File: src/rtl/vga_pkg.sv
// Shared phase type, default 640x480@60 timing and coordinate sizing helper
// for vga_timing_gen and its per-axis sub-module.
package vga_pkg;

    typedef enum logic [1:0] {DISPLAY, FRONT, SYNC, BACK} vga_phase_t;

    localparam int VGA_H_DISPLAY = 640;
    localparam int VGA_H_FRONT   = 16;
    localparam int VGA_H_SYNC    = 96;
    localparam int VGA_H_BACK    = 48;
    localparam int VGA_V_DISPLAY = 480;
    localparam int VGA_V_FRONT   = 10;
    localparam int VGA_V_SYNC    = 2;
    localparam int VGA_V_BACK    = 33;

    // Smallest width whose range 0..2^w-1 covers 0..total-1 (never below 1).
    function automatic int coord_bits(input int total);
        int b;
        b = 1;
        for (int i = 0; i < 30; i++)
            if ((1 << b) < total) b = b + 1;
        return b;
    endfunction

endpackage

File: src/rtl/vga_timing_axis.sv
// One timing axis: phase FSM with a per-phase down-counter and a coordinate
// counter that wraps after the four phase lengths.
module vga_timing_axis
    import vga_pkg::*;
#(
    parameter int   DISPLAY_LEN = VGA_H_DISPLAY,
    parameter int   FRONT_LEN   = VGA_H_FRONT,
    parameter int   SYNC_LEN    = VGA_H_SYNC,
    parameter int   BACK_LEN    = VGA_H_BACK,
    parameter logic SYNC_ACTIVE = 1'b0,
    parameter int   COORD_BITS  = 10
) (
    input  logic                  clock_in,
    input  logic                  reset_n_in,
    input  logic                  step_in,
    output logic [COORD_BITS-1:0] coord_out,
    output vga_phase_t            phase_out,
    output logic                  sync_out,
    output logic                  wrap_out
);

    localparam int TOTAL = DISPLAY_LEN + FRONT_LEN + SYNC_LEN + BACK_LEN;
    localparam logic [COORD_BITS-1:0] LAST = COORD_BITS'(TOTAL - 1);

    vga_phase_t            phase_q;
    logic [COORD_BITS-1:0] remain_q, remain_d, coord_d;

    function automatic logic [COORD_BITS-1:0] phase_len(input vga_phase_t p);
        case (p)
            DISPLAY: return COORD_BITS'(DISPLAY_LEN);
            FRONT:   return COORD_BITS'(FRONT_LEN);
            SYNC:    return COORD_BITS'(SYNC_LEN);
            default: return COORD_BITS'(BACK_LEN);
        endcase
    endfunction

    // phase_out is the phase after this edge, so the parent can register
    // decodes of it in step with the coordinate.
    always_comb begin
        phase_out = phase_q;
        remain_d  = remain_q;
        coord_d   = coord_out;
        wrap_out  = step_in && (coord_out == LAST);
        if (step_in) begin
            coord_d = wrap_out ? '0 : coord_out + 1'b1;
            if (remain_q == COORD_BITS'(1)) begin
                case (phase_q)
                    DISPLAY: phase_out = FRONT;
                    FRONT:   phase_out = SYNC;
                    SYNC:    phase_out = BACK;
                    default: phase_out = DISPLAY;
                endcase
                remain_d = phase_len(phase_out);
            end else begin
                remain_d = remain_q - 1'b1;
            end
        end
    end

    // Reset parks on the last back-porch position so the first step lands on 0.
    always_ff @(posedge clock_in or negedge reset_n_in) begin
        if (!reset_n_in) begin
            phase_q   <= BACK;
            remain_q  <= COORD_BITS'(1);
            coord_out <= LAST;
            sync_out  <= ~SYNC_ACTIVE;
        end else begin
            phase_q   <= phase_out;
            remain_q  <= remain_d;
            coord_out <= coord_d;
            sync_out  <= (phase_out == SYNC) ? SYNC_ACTIVE : ~SYNC_ACTIVE;
        end
    end

endmodule

File: src/rtl/vga_timing_gen.sv
// Parameterised VGA sync/timing generator stepped by a pixel-clock enable.
// Optional frame counter port enabled by defining VGA_TIMING_FRAME_COUNT_EN.
module vga_timing_gen
    import vga_pkg::*;
#(
    parameter int   H_DISPLAY        = VGA_H_DISPLAY,
    parameter int   H_FRONT          = VGA_H_FRONT,
    parameter int   H_SYNC           = VGA_H_SYNC,
    parameter int   H_BACK           = VGA_H_BACK,
    parameter int   V_DISPLAY        = VGA_V_DISPLAY,
    parameter int   V_FRONT          = VGA_V_FRONT,
    parameter int   V_SYNC           = VGA_V_SYNC,
    parameter int   V_BACK           = VGA_V_BACK,
    parameter logic H_SYNC_ACTIVE    = 1'b0,
    parameter logic V_SYNC_ACTIVE    = 1'b0,
    parameter int   WIDTH_BITS       = 10,
    parameter int   HEIGHT_BITS      = 10,
    parameter int   FRAME_COUNT_BITS = 8
) (
    input  logic                        clock_in,
    input  logic                        reset_n_in,
    input  logic                        pixel_enable_in,
    output logic                        h_sync_out,
    output logic                        v_sync_out,
    output logic                        display_on_out,
    output logic [WIDTH_BITS-1:0]       pixel_x_out,
    output logic [HEIGHT_BITS-1:0]      pixel_y_out,
    output logic                        line_start_out,
    output logic                        frame_start_out
`ifdef VGA_TIMING_FRAME_COUNT_EN
    ,
    output logic [FRAME_COUNT_BITS-1:0] frame_count_out
`endif
);

    localparam int H_TOTAL = H_DISPLAY + H_FRONT + H_SYNC + H_BACK;
    localparam int V_TOTAL = V_DISPLAY + V_FRONT + V_SYNC + V_BACK;

    generate
        if (H_DISPLAY == 0 || H_FRONT == 0 || H_SYNC == 0 || H_BACK == 0 ||
            V_DISPLAY == 0 || V_FRONT == 0 || V_SYNC == 0 || V_BACK == 0 ||
            WIDTH_BITS == 0 || HEIGHT_BITS == 0 || FRAME_COUNT_BITS == 0) begin : g_zero_param
            $error("vga_timing_gen: every timing/width parameter must be non-zero");
        end
        if (WIDTH_BITS < coord_bits(H_TOTAL) || HEIGHT_BITS < coord_bits(V_TOTAL)) begin : g_narrow
            $error("vga_timing_gen: coordinate width too small for the line/frame total");
        end
    endgenerate

    vga_phase_t h_phase, v_phase;
    logic       h_wrap, v_wrap, v_step;

    assign v_step = pixel_enable_in & h_wrap;

    vga_timing_axis #(
        .DISPLAY_LEN(H_DISPLAY), .FRONT_LEN(H_FRONT), .SYNC_LEN(H_SYNC), .BACK_LEN(H_BACK),
        .SYNC_ACTIVE(H_SYNC_ACTIVE), .COORD_BITS(WIDTH_BITS)
    ) u_h_axis (
        .clock_in(clock_in), .reset_n_in(reset_n_in), .step_in(pixel_enable_in),
        .coord_out(pixel_x_out), .phase_out(h_phase), .sync_out(h_sync_out), .wrap_out(h_wrap)
    );

    vga_timing_axis #(
        .DISPLAY_LEN(V_DISPLAY), .FRONT_LEN(V_FRONT), .SYNC_LEN(V_SYNC), .BACK_LEN(V_BACK),
        .SYNC_ACTIVE(V_SYNC_ACTIVE), .COORD_BITS(HEIGHT_BITS)
    ) u_v_axis (
        .clock_in(clock_in), .reset_n_in(reset_n_in), .step_in(v_step),
        .coord_out(pixel_y_out), .phase_out(v_phase), .sync_out(v_sync_out), .wrap_out(v_wrap)
    );

    // Strobes follow the wrap decodes directly, so they drop on any clock
    // that does not itself wrap.
    always_ff @(posedge clock_in or negedge reset_n_in) begin
        if (!reset_n_in) begin
            display_on_out  <= 1'b0;
            line_start_out  <= 1'b0;
            frame_start_out <= 1'b0;
        end else begin
            display_on_out  <= (h_phase == DISPLAY) && (v_phase == DISPLAY);
            line_start_out  <= h_wrap;
            frame_start_out <= h_wrap & v_wrap;
        end
    end

`ifdef VGA_TIMING_FRAME_COUNT_EN
    always_ff @(posedge clock_in or negedge reset_n_in) begin
        if (!reset_n_in)
            frame_count_out <= '0;
        else if (h_wrap & v_wrap)
            frame_count_out <= frame_count_out + 1'b1;
    end
`else
    // Frame counter absent in this build.
`endif

endmodule
File: config.mk
export PLATFORM = sky130hd
export DESIGN_NAME = vga_timing_gen
export DESIGN_NICKNAME = d
export VERILOG_FILES = /design/src/rtl/vga_pkg.sv /design/src/rtl/vga_timing_axis.sv /design/src/rtl/vga_timing_gen.sv
export SDC_FILE = /design/constraint.sdc
export NUM_CORES = 1
export LEC_CHECK = 0
export CAP_MARGIN = 20
export CORE_MARGIN = 3
export CORE_UTILIZATION = 60
export CTS_BUF_LIST = sky130_fd_sc_hd__clkbuf_16
export CTS_CLUSTER_DIAMETER = 30
export DETAILED_ROUTE_END_ITERATION = 12
export PLACE_DENSITY = 0.86
export SETUP_SLACK_MARGIN = 0.15
export SYNTH_ARGS = -nofsm -noshare
export SYNTH_HDL_FRONTEND = slang
export SYNTH_SLANG_ARGS = --single-unit
File: constraint.sdc
create_clock -name clock_in -period 7 [get_ports clock_in]
set_input_delay 1.4 -clock clock_in [delete_from_list [all_inputs] [get_ports clock_in]]
set_output_delay 1.4 -clock clock_in [all_outputs]
set_load 0.005 [all_outputs]
==> flow_summary.rst, run 1 <==
.. list-table::
   :header-rows: 1

   * - Metric
     - Value
   * - Remaining antenna violation count
     - 0
   * - Placement-stage cell area
     - between 2000 and 3000 sq um
   * - Number of buffers added to fix hold violations after cts
     - 0
   * - Die Area
     - roughly 5300 sq um
   * - Worst hold stages
     - 2
   * - Share of final-layout standard cells stronger than drive strength 1
     - 0.132
   * - Count of boundary I/O pins
     - 28
   * - Standard cell core area
     - around 4200 sq um
   * - Worst path cell trace
     - clkdlybuf4s50_1 -> nand4_1 -> or3_1 -> clkinv_2 -> nand3_1 -> mux2_2
   * - Worst setup slack after layout
     - 2710 ps
   * - FP Rows
     - 23
   * - Worst Hold Margin
     - a little under 500 ps
   * - Post-route cell area
     - ~3200 sq um
   * - Finished Layout Cells
     - approximately 350
   * - Antenna violations before repair
     - 0
   * - P_leak
     - roughly 1.4 nW
   * - Buf+Inv Stages, Crit Path
     - 2
   * - Worst hold path endpoint
     - u_h_axis.coord_out[1]
   * - Detailed Place HPWL
     - 3800 um
   * - Per-cell via count in the routed design
     - about 6.3
   * - Final Setup Violations
     - 0
   * - Cell area after synthesis
     - 2700 sq um
   * - Yosys warning count
     - 0
   * - Slowest CP cell
     - clkdlybuf4s50_1
   * - Routed wire length
     - 5710 um
   * - Deepest level of the CTS H-tree
     - 2
   * - Required @ worst endpoint
     - 7170 ps
   * - Cell family with the largest share of critical-path delay
     - simple AND/OR/NAND/NOR gates
   * - RSZ-0062 raised after global routing
     - false
   * - Clock buffers created by TritonCTS
     - 5
   * - Worst-path clk slew
     - about 60 ps
   * - Remaining DRCs
     - 0
   * - Final Total Pwr
     - around 0.87 mW
   * - CTS tree
     - built
   * - Clock sink total
     - slightly below 50
   * - Clk_skew
     - a little over 7 ps
   * - Via count of the first global-routing pass
     - 2066
   * - Stage delay of the slowest cell on the critical path
     - about 1000 ps
   * - Number of synthesized register bits
     - slightly below 50
   * - Iteration-0 DRC count of the detailed router
     - roughly 130
   * - Critical R2R Capture
     - u_v_axis.remain_q[4]
   * - Final hold violation count
     - 0
   * - Yosys top cell by area
     - dfrtp_1
   * - Placer Congestion
     - ~0.86
   * - Synth top cells by count
     - 31 x dfrtp_1, 23 x nor2_1, 20 x nand3_1
   * - Overall track demand over capacity in global routing
     - 0.228
   * - Top cell type's share of synthesized area
     - 0.288
   * - First-pass GRT wire length
     - around 9500 um
   * - Final count of pins violating max slew
     - 0
   * - Power density normalized to cell area
     - between 200 and 300 nW/um^2
   * - Count of buffers inserted at the top-level ports
     - 27
   * - Time the worst path needs with I/O delays and setup
     - ~4300 ps
   * - CP endpoint kind
     - register
   * - Outcome
     - finished, final reports clean
   * - Peak ir drop on the vdd network
     - ~0.28 mV
   * - Launching element type of the critical path
     - input port
   * - Floorplan die width
     - 73.1 um
   * - Primary flip-flop cell chosen by synthesis mapping
     - dfrtp_1
   * - Fill cells
     - ~280
   * - Total negative slack
     - 0 ps
   * - FF-to-FF setup slack
     - roughly 4300 ps
   * - Final worst path period share
     - 0.613
   * - Slew headroom
     - 0.449
   * - Worst hold start
     - u_h_axis.coord_out[1]
   * - Max Clk Rate
     - roughly 230 MHz
   * - Reg-to-reg critical path startpoint
     - u_h_axis.coord_out[0]
   * - Starting density of the core
     - 0.646
   * - Number of enable flip-flop cells after synthesis
     - 0
   * - Highest net fanout along the worst path
     - 25
   * - Slew @ Worst Pin
     - roughly 820 ps
   * - GRT overflow
     - 0
   * - Post-synthesis cell count
     - approximately 270
   * - Clk buf depth
     - 2
   * - Mean instance size in the synthesized netlist
     - 10.1 sq um
   * - Buffers inserted by post-CTS timing repair
     - 0
   * - Synth Net Count
     - roughly 290
   * - Routed wirelength normalized by instance count
     - roughly 17 um
   * - Category of the critical setup timing path
     - input port to register
   * - Root buffer cell
     - clkbuf_16
   * - Pre-Repair DR Iteration Count
     - 4
   * - Clk Latency, worst-skew pair
     - between 200 and 300 ps
   * - Most frequently used cell type in the post-synthesis netlist
     - dfrtp_1
   * - Class of the worst hold path
     - register to register
   * - Pre-CTS setup slack
     - around 2500 ps
   * - Ranking of synthesized cells by area
     - dfrtp_1 29%, dfstp_2 18%, ha_1 6.5%
   * - Area growth syn-to-layout
     - 17.6%
   * - Maximum number of pins on one net before global-route repair
     - 50
   * - Worst EP arrival
     - 4460 ps
   * - Number of cell instances on the worst register-to-register path
     - 6
   * - Sequential-to-total area share from yosys stat
     - 0.463
   * - Share of the core filled with cells
     - 0.760
   * - PostCTS Resize Cnt
     - 0
   * - Unique cell type count in the Yosys netlist
     - 49
   * - Max-capacitance violation count
     - 0
   * - Number of placed instances, taps included
     - roughly 340
   * - Die height
     - approximately 73 um
   * - Total number of nets in the final design
     - slightly above 300
   * - Number of diodes added for antenna fixing
     - 0
   * - Number of vias in the routed layout
     - about 2200
   * - Ys async rst share
     - 1.00
[worst min-delay path: cells and delay by family (launching register included)]
family,cells,cell delay (ps)
compound gates,1,60
flops,1,380
buf+inv,1,40
[placed cells by master, fill, tap and decap left out, types with 2 or more instances in the layout]
master | synthesis | final
dfrtp_1 | 31 | 31
clkdlybuf4s50_1 | 0 | 26
nor2_1 | 23 | 23
nand3_1 | 20 | 20
dfstp_2 | 18 | 18
nand2_1 | 15 | 15
o21ai_0 | 15 | 15
inv_1 | 14 | 14
ha_1 | 14 | 14
nor3_1 | 10 | 10
nand4_1 | 8 | 8
mux2_2 | 8 | 8
xnor2_1 | 8 | 8
nor4_1 | 7 | 7
xor2_1 | 7 | 7
and3_1 | 5 | 5
clkbuf_16 | 0 | 5
or4_1 | 4 | 4
mux2i_1 | 4 | 4
a32o_1 | 4 | 4
o2bb2ai_1 | 4 | 4
or3_1 | 3 | 3
a22oi_1 | 3 | 3
and4_1 | 3 | 3
a21oi_1 | 3 | 3
o31ai_1 | 3 | 3
a2bb2oi_1 | 3 | 3
nor2b_1 | 2 | 2
a22o_1 | 2 | 2
[worst max path at each step]
stage	startpoint	to	depth (start not counted)
floorplan	pixel_enable_in	u_v_axis.phase_q[1]	6
global placement	pixel_enable_in	u_v_axis.remain_q[4]	6
detailed placement	pixel_enable_in	u_v_axis.remain_q[4]	6
CTS	pixel_enable_in	u_v_axis.remain_q[4]	6
global route	pixel_enable_in	u_v_axis.remain_q[4]	6
finish	pixel_enable_in	u_v_axis.remain_q[4]	6
[flip-flops by register name, summed over array words and instances, names as in the netlist]
name                cells
frame_start_out         1
u_v_axis.phase_q        2
u_v_axis.coord_out     10
u_v_axis.remain_q      10
u_h_axis.sync_out       1
line_start_out          1
u_h_axis.remain_q      10
u_h_axis.coord_out     10
u_v_axis.sync_out       1
u_h_axis.phase_q        2
display_on_out          1
[cell type report]
cell class                 count  area (sq um)  share of cell area
multi-input combinational    195          1350               0.424
sequential                    49          1250               0.394
timing repair buffer          28           285              0.0899
clock buffer                   5           125              0.0394
tap                           50          62.6              0.0197
inverter                      15          57.6              0.0181
clock inverter                 3          46.3              0.0146
[logic make-up (layout without fill, tap and decap cells)]
family,after synthesis,after routing,share of synthesized area
AOI/OAI and AO/OA,45,45,0.116
xor gates and xnor gates,15,15,0.0487
adders and majority gates,14,14,0.0649
buffers and inverters,24,51,0.0380
DFF,49,49,0.463
muxes,12,12,0.0482
and+or+nand+nor,109,109,0.221
[report_power, final]
group | total [mW] | internal [mW] | switching [mW]
combinational | 0.193 | 0.0976 | 0.0959
clock | 0.275 | 0.169 | 0.106
sequential | 0.403 | 0.344 | 0.0591
total | 0.871 | 0.610 | 0.261
[layer usage]
layer,vias to the layer above,GRT usage,share of wire
li1,1036,-,-
met1,1038,0.286,0.43
met2,71,0.387,0.51
met3,14,0.0455,0.045
met4,0,0.0861,0.021
met5,-,0,0
Power figures use the tool's default switching activity.
==> run 2, diff against run 1 <==
- CORE_UTILIZATION: 60 -> 56
- PLACE_DENSITY: 0.86 -> 0.81
- clock period: 7 -> 4.48 ns (I/O delays scaled with it)
==> run 2 against run 1 <==
Compared with the run above:
- total power grew 57%
- sequential share of layout area is 0.12 points lower
- global-route usage down 1.4 points
- clock power increased by 58%
- count of clock-buffer cells in the layout unchanged
- hold slack worse by 53 ps
- largest cell class unchanged
- highest routed layer unchanged
==> flow_summary.rst, run 2 (synthesis results as in run 1) <==
.. list-table::
   :header-rows: 1

   * - Metric
     - Value
   * - Outcome
     - finished, final reports clean (unchanged)
   * - Starting density of the core
     - 0.599 (was 0.646)
   * - Placer Congestion
     - 0.888 (was 0.863)
   * - P_leak
     - 1.38 nW (was 1.37 nW)
   * - RSZ-0062 raised after global routing
     - false (unchanged)
   * - Global-route track usage on met2
     - 0.368 (was 0.387)
   * - GRT overflow
     - 0 (unchanged)
   * - Slowest CP cell
     - or3_1 (was clkdlybuf4s50_1)
   * - Clk buf depth
     - 2 (unchanged)
   * - FF-to-FF setup slack
     - 1810 ps (was 4270 ps)
   * - Remaining antenna violation count
     - 0 (unchanged)
   * - Total number of nets in the final design
     - 312 (was 311)
   * - Clock buffers created by TritonCTS
     - 5 (unchanged)
   * - Count of boundary I/O pins
     - 28 (unchanged)
   * - Buf+Inv Stages, Crit Path
     - 3 (was 2)
   * - Deepest level of the CTS H-tree
     - 2 (unchanged)
   * - Floorplan die width
     - 75.4 um (was 73.1 um)
   * - Root buffer cell
     - clkbuf_16 (unchanged)
   * - Antenna violations before repair
     - 0 (unchanged)
   * - Number of vias in the routed layout
     - 2134 (was 2159)
   * - Routed wirelength normalized by instance count
     - 15.9 um (was 16.5 um)
   * - CP endpoint kind
     - register (unchanged)
   * - Standard cell core area
     - 4500 sq um (was 4170 sq um)
   * - Die Area
     - 5690 sq um (was 5340 sq um)
   * - Share of final-layout standard cells stronger than drive strength 1
     - 0.135 (was 0.132)
   * - Time the worst path needs with I/O delays and setup
     - roughly 3300 ps
   * - Slew @ Worst Pin
     - 693 ps (was 824 ps)
   * - Slew headroom
     - 0.534 (was 0.449)
   * - Top library cells by usage in the layout, fill and taps aside
     - 31 x dfrtp_1, 26 x clkdlybuf4s50_1, 23 x nor2_1 (unchanged)
   * - Final worst path period share
     - 0.728
   * - Cell family with the largest share of critical-path delay
     - simple AND/OR/NAND/NOR gates (unchanged)
   * - Number of cell instances on the worst register-to-register path
     - 6 (unchanged)
   * - Critical R2R Capture
     - u_v_axis.remain_q[4] (unchanged)
   * - Category of the critical setup timing path
     - input port to register (unchanged)
   * - Launching element type of the critical path
     - input port (unchanged)
   * - Highest net fanout along the worst path
     - 25 (unchanged)
   * - Worst EP arrival
     - 3440 ps (was 4460 ps)
   * - Detailed Place HPWL
     - 3690 um (was 3800 um)
   * - Reg-to-reg critical path startpoint
     - u_h_axis.coord_out[0] (unchanged)
   * - Finished Layout Cells
     - 348 (was 345)
   * - Number of placed instances, taps included
     - 339 (was 336)
   * - Buffers inserted by post-CTS timing repair
     - 0 (unchanged)
   * - Final Total Pwr
     - 1.36 mW (was 0.871 mW)
   * - Count of buffers inserted at the top-level ports
     - 27 (unchanged)
   * - Die height
     - 75.4 um (was 73.1 um)
   * - Routed wire length
     - 5530 um (was 5710 um)
   * - Final Setup Violations
     - 0 (unchanged)
   * - Class of the worst hold path
     - input port to asynchronous set/reset pin (was register to register)
   * - Required @ worst endpoint
     - 4650 ps (was 7170 ps)
   * - Pre-Repair DR Iteration Count
     - 4 (unchanged)
   * - FP Rows
     - 24 (was 23)
   * - Total negative slack
     - 0 ps (unchanged)
   * - CTS tree
     - built (unchanged)
   * - First-pass GRT wire length
     - 9440 um (was 9540 um)
   * - Number of buffers added to fix hold violations after cts
     - 0 (unchanged)
   * - Final hold violation count
     - 0 (unchanged)
   * - Final count of pins violating max slew
     - 0 (unchanged)
   * - Commonest non-fill, non-tap cell in the layout
     - dfrtp_1 (unchanged)
   * - Stage delay of the slowest cell on the critical path
     - 770 ps (was 1010 ps)
   * - Max-capacitance violation count
     - 0 (unchanged)
   * - Clock sink total
     - 49 (unchanged)
   * - Peak ir drop on the vdd network
     - 0.325 mV (was 0.280 mV)
   * - Remaining DRCs
     - 0 (unchanged)
   * - Worst-path clk slew
     - 70 ps (was 60 ps)
   * - Max Clk Rate
     - 306 MHz
   * - Clk Latency, worst-skew pair
     - 290 ps (about the same)
   * - Grt met1 use
     - 0.265 (was 0.286)
   * - Worst path cell trace
     - clkdlybuf4s50_1 -> buf_4 -> nand4_1 -> or3_1 -> clkinv_2 -> nand3_1 -> mux2_2 (was clkdlybuf4s50_1 -> nand4_1 -> or3_1 -> clkinv_2 -> nand3_1 -> mux2_2)
   * - Overall track demand over capacity in global routing
     - 0.215 (was 0.228)
   * - Clk_skew
     - 3.06 ps (was 7.12 ps)
   * - Iteration-0 DRC count of the detailed router
     - 254 (was 134)
   * - Maximum number of pins on one net before global-route repair
     - 50 (unchanged)
   * - Number of diodes added for antenna fixing
     - 0 (unchanged)
   * - Per-cell via count in the routed design
     - 6.13 (was 6.26)
   * - PostCTS Resize Cnt
     - 0 (unchanged)
   * - Area growth syn-to-layout
     - 17.9% (was 17.6%)
   * - Via count of the first global-routing pass
     - 2059 (was 2066)
   * - Power density normalized to cell area
     - 429 nW/um^2 (was 275 nW/um^2)
   * - Most crowded layer after global routing
     - met2 (unchanged)
   * - Met3 track utilization from global routing
     - 0.0488 (was 0.0455)
-- run 2: layout make-up --
type | count | area (sq um)
multi-input cells | 195 | 1350
well taps | 52 | 65.1
fillers | 332 | 1320
inverters | 15 | 57.6
clock buffers | 5 | 125
flip-flops and latches | 49 | 1250
repair buffers | 29 | 293
clock inverters | 3 | 46.3
-- run 2: through the flow --
stage               utilization  instance area, sq um  setup WS, ps  hold slack [ps]
detailed placement        0.664                  2990           941              499
CTS                       0.702                  3160          1220              510
floorplan                     -                  2700          1900              464
global route              0.706                  3180          1070              436
global placement          0.664                  2990           996              480
finish                    0.706                  3180          1220              436
-- run 2: how the worst max path moves through the flow --
stage | start | end | depth (start not counted)
2_1_floorplan | pixel_enable_in | u_v_axis.phase_q[1] | 6
5_1_grt | pixel_enable_in | u_v_axis.remain_q[4] | 7
6_report | pixel_enable_in | u_v_axis.remain_q[4] | 7
4_1_cts | pixel_enable_in | u_v_axis.remain_q[4] | 7
3_5_place_dp | pixel_enable_in | u_v_axis.remain_q[4] | 7
3_3_place_gp | pixel_enable_in | u_v_axis.remain_q[4] | 7
-- run 2: routing by layer --
| layer | share of wire | up-vias |
|---|---|---|
| li1 | - | 1037 |
| met1 | 0.46 | 1031 |
| met2 | 0.48 | 55 |
| met3 | 0.042 | 11 |
| met4 | 0.019 | 0 |
| met5 | 0 | - |
-- run 2: where the power goes --
part           internal (mW)  switching, mW
sequential             0.537         0.0932
combinational          0.154          0.146
clock                  0.264          0.170
total                  0.955          0.409
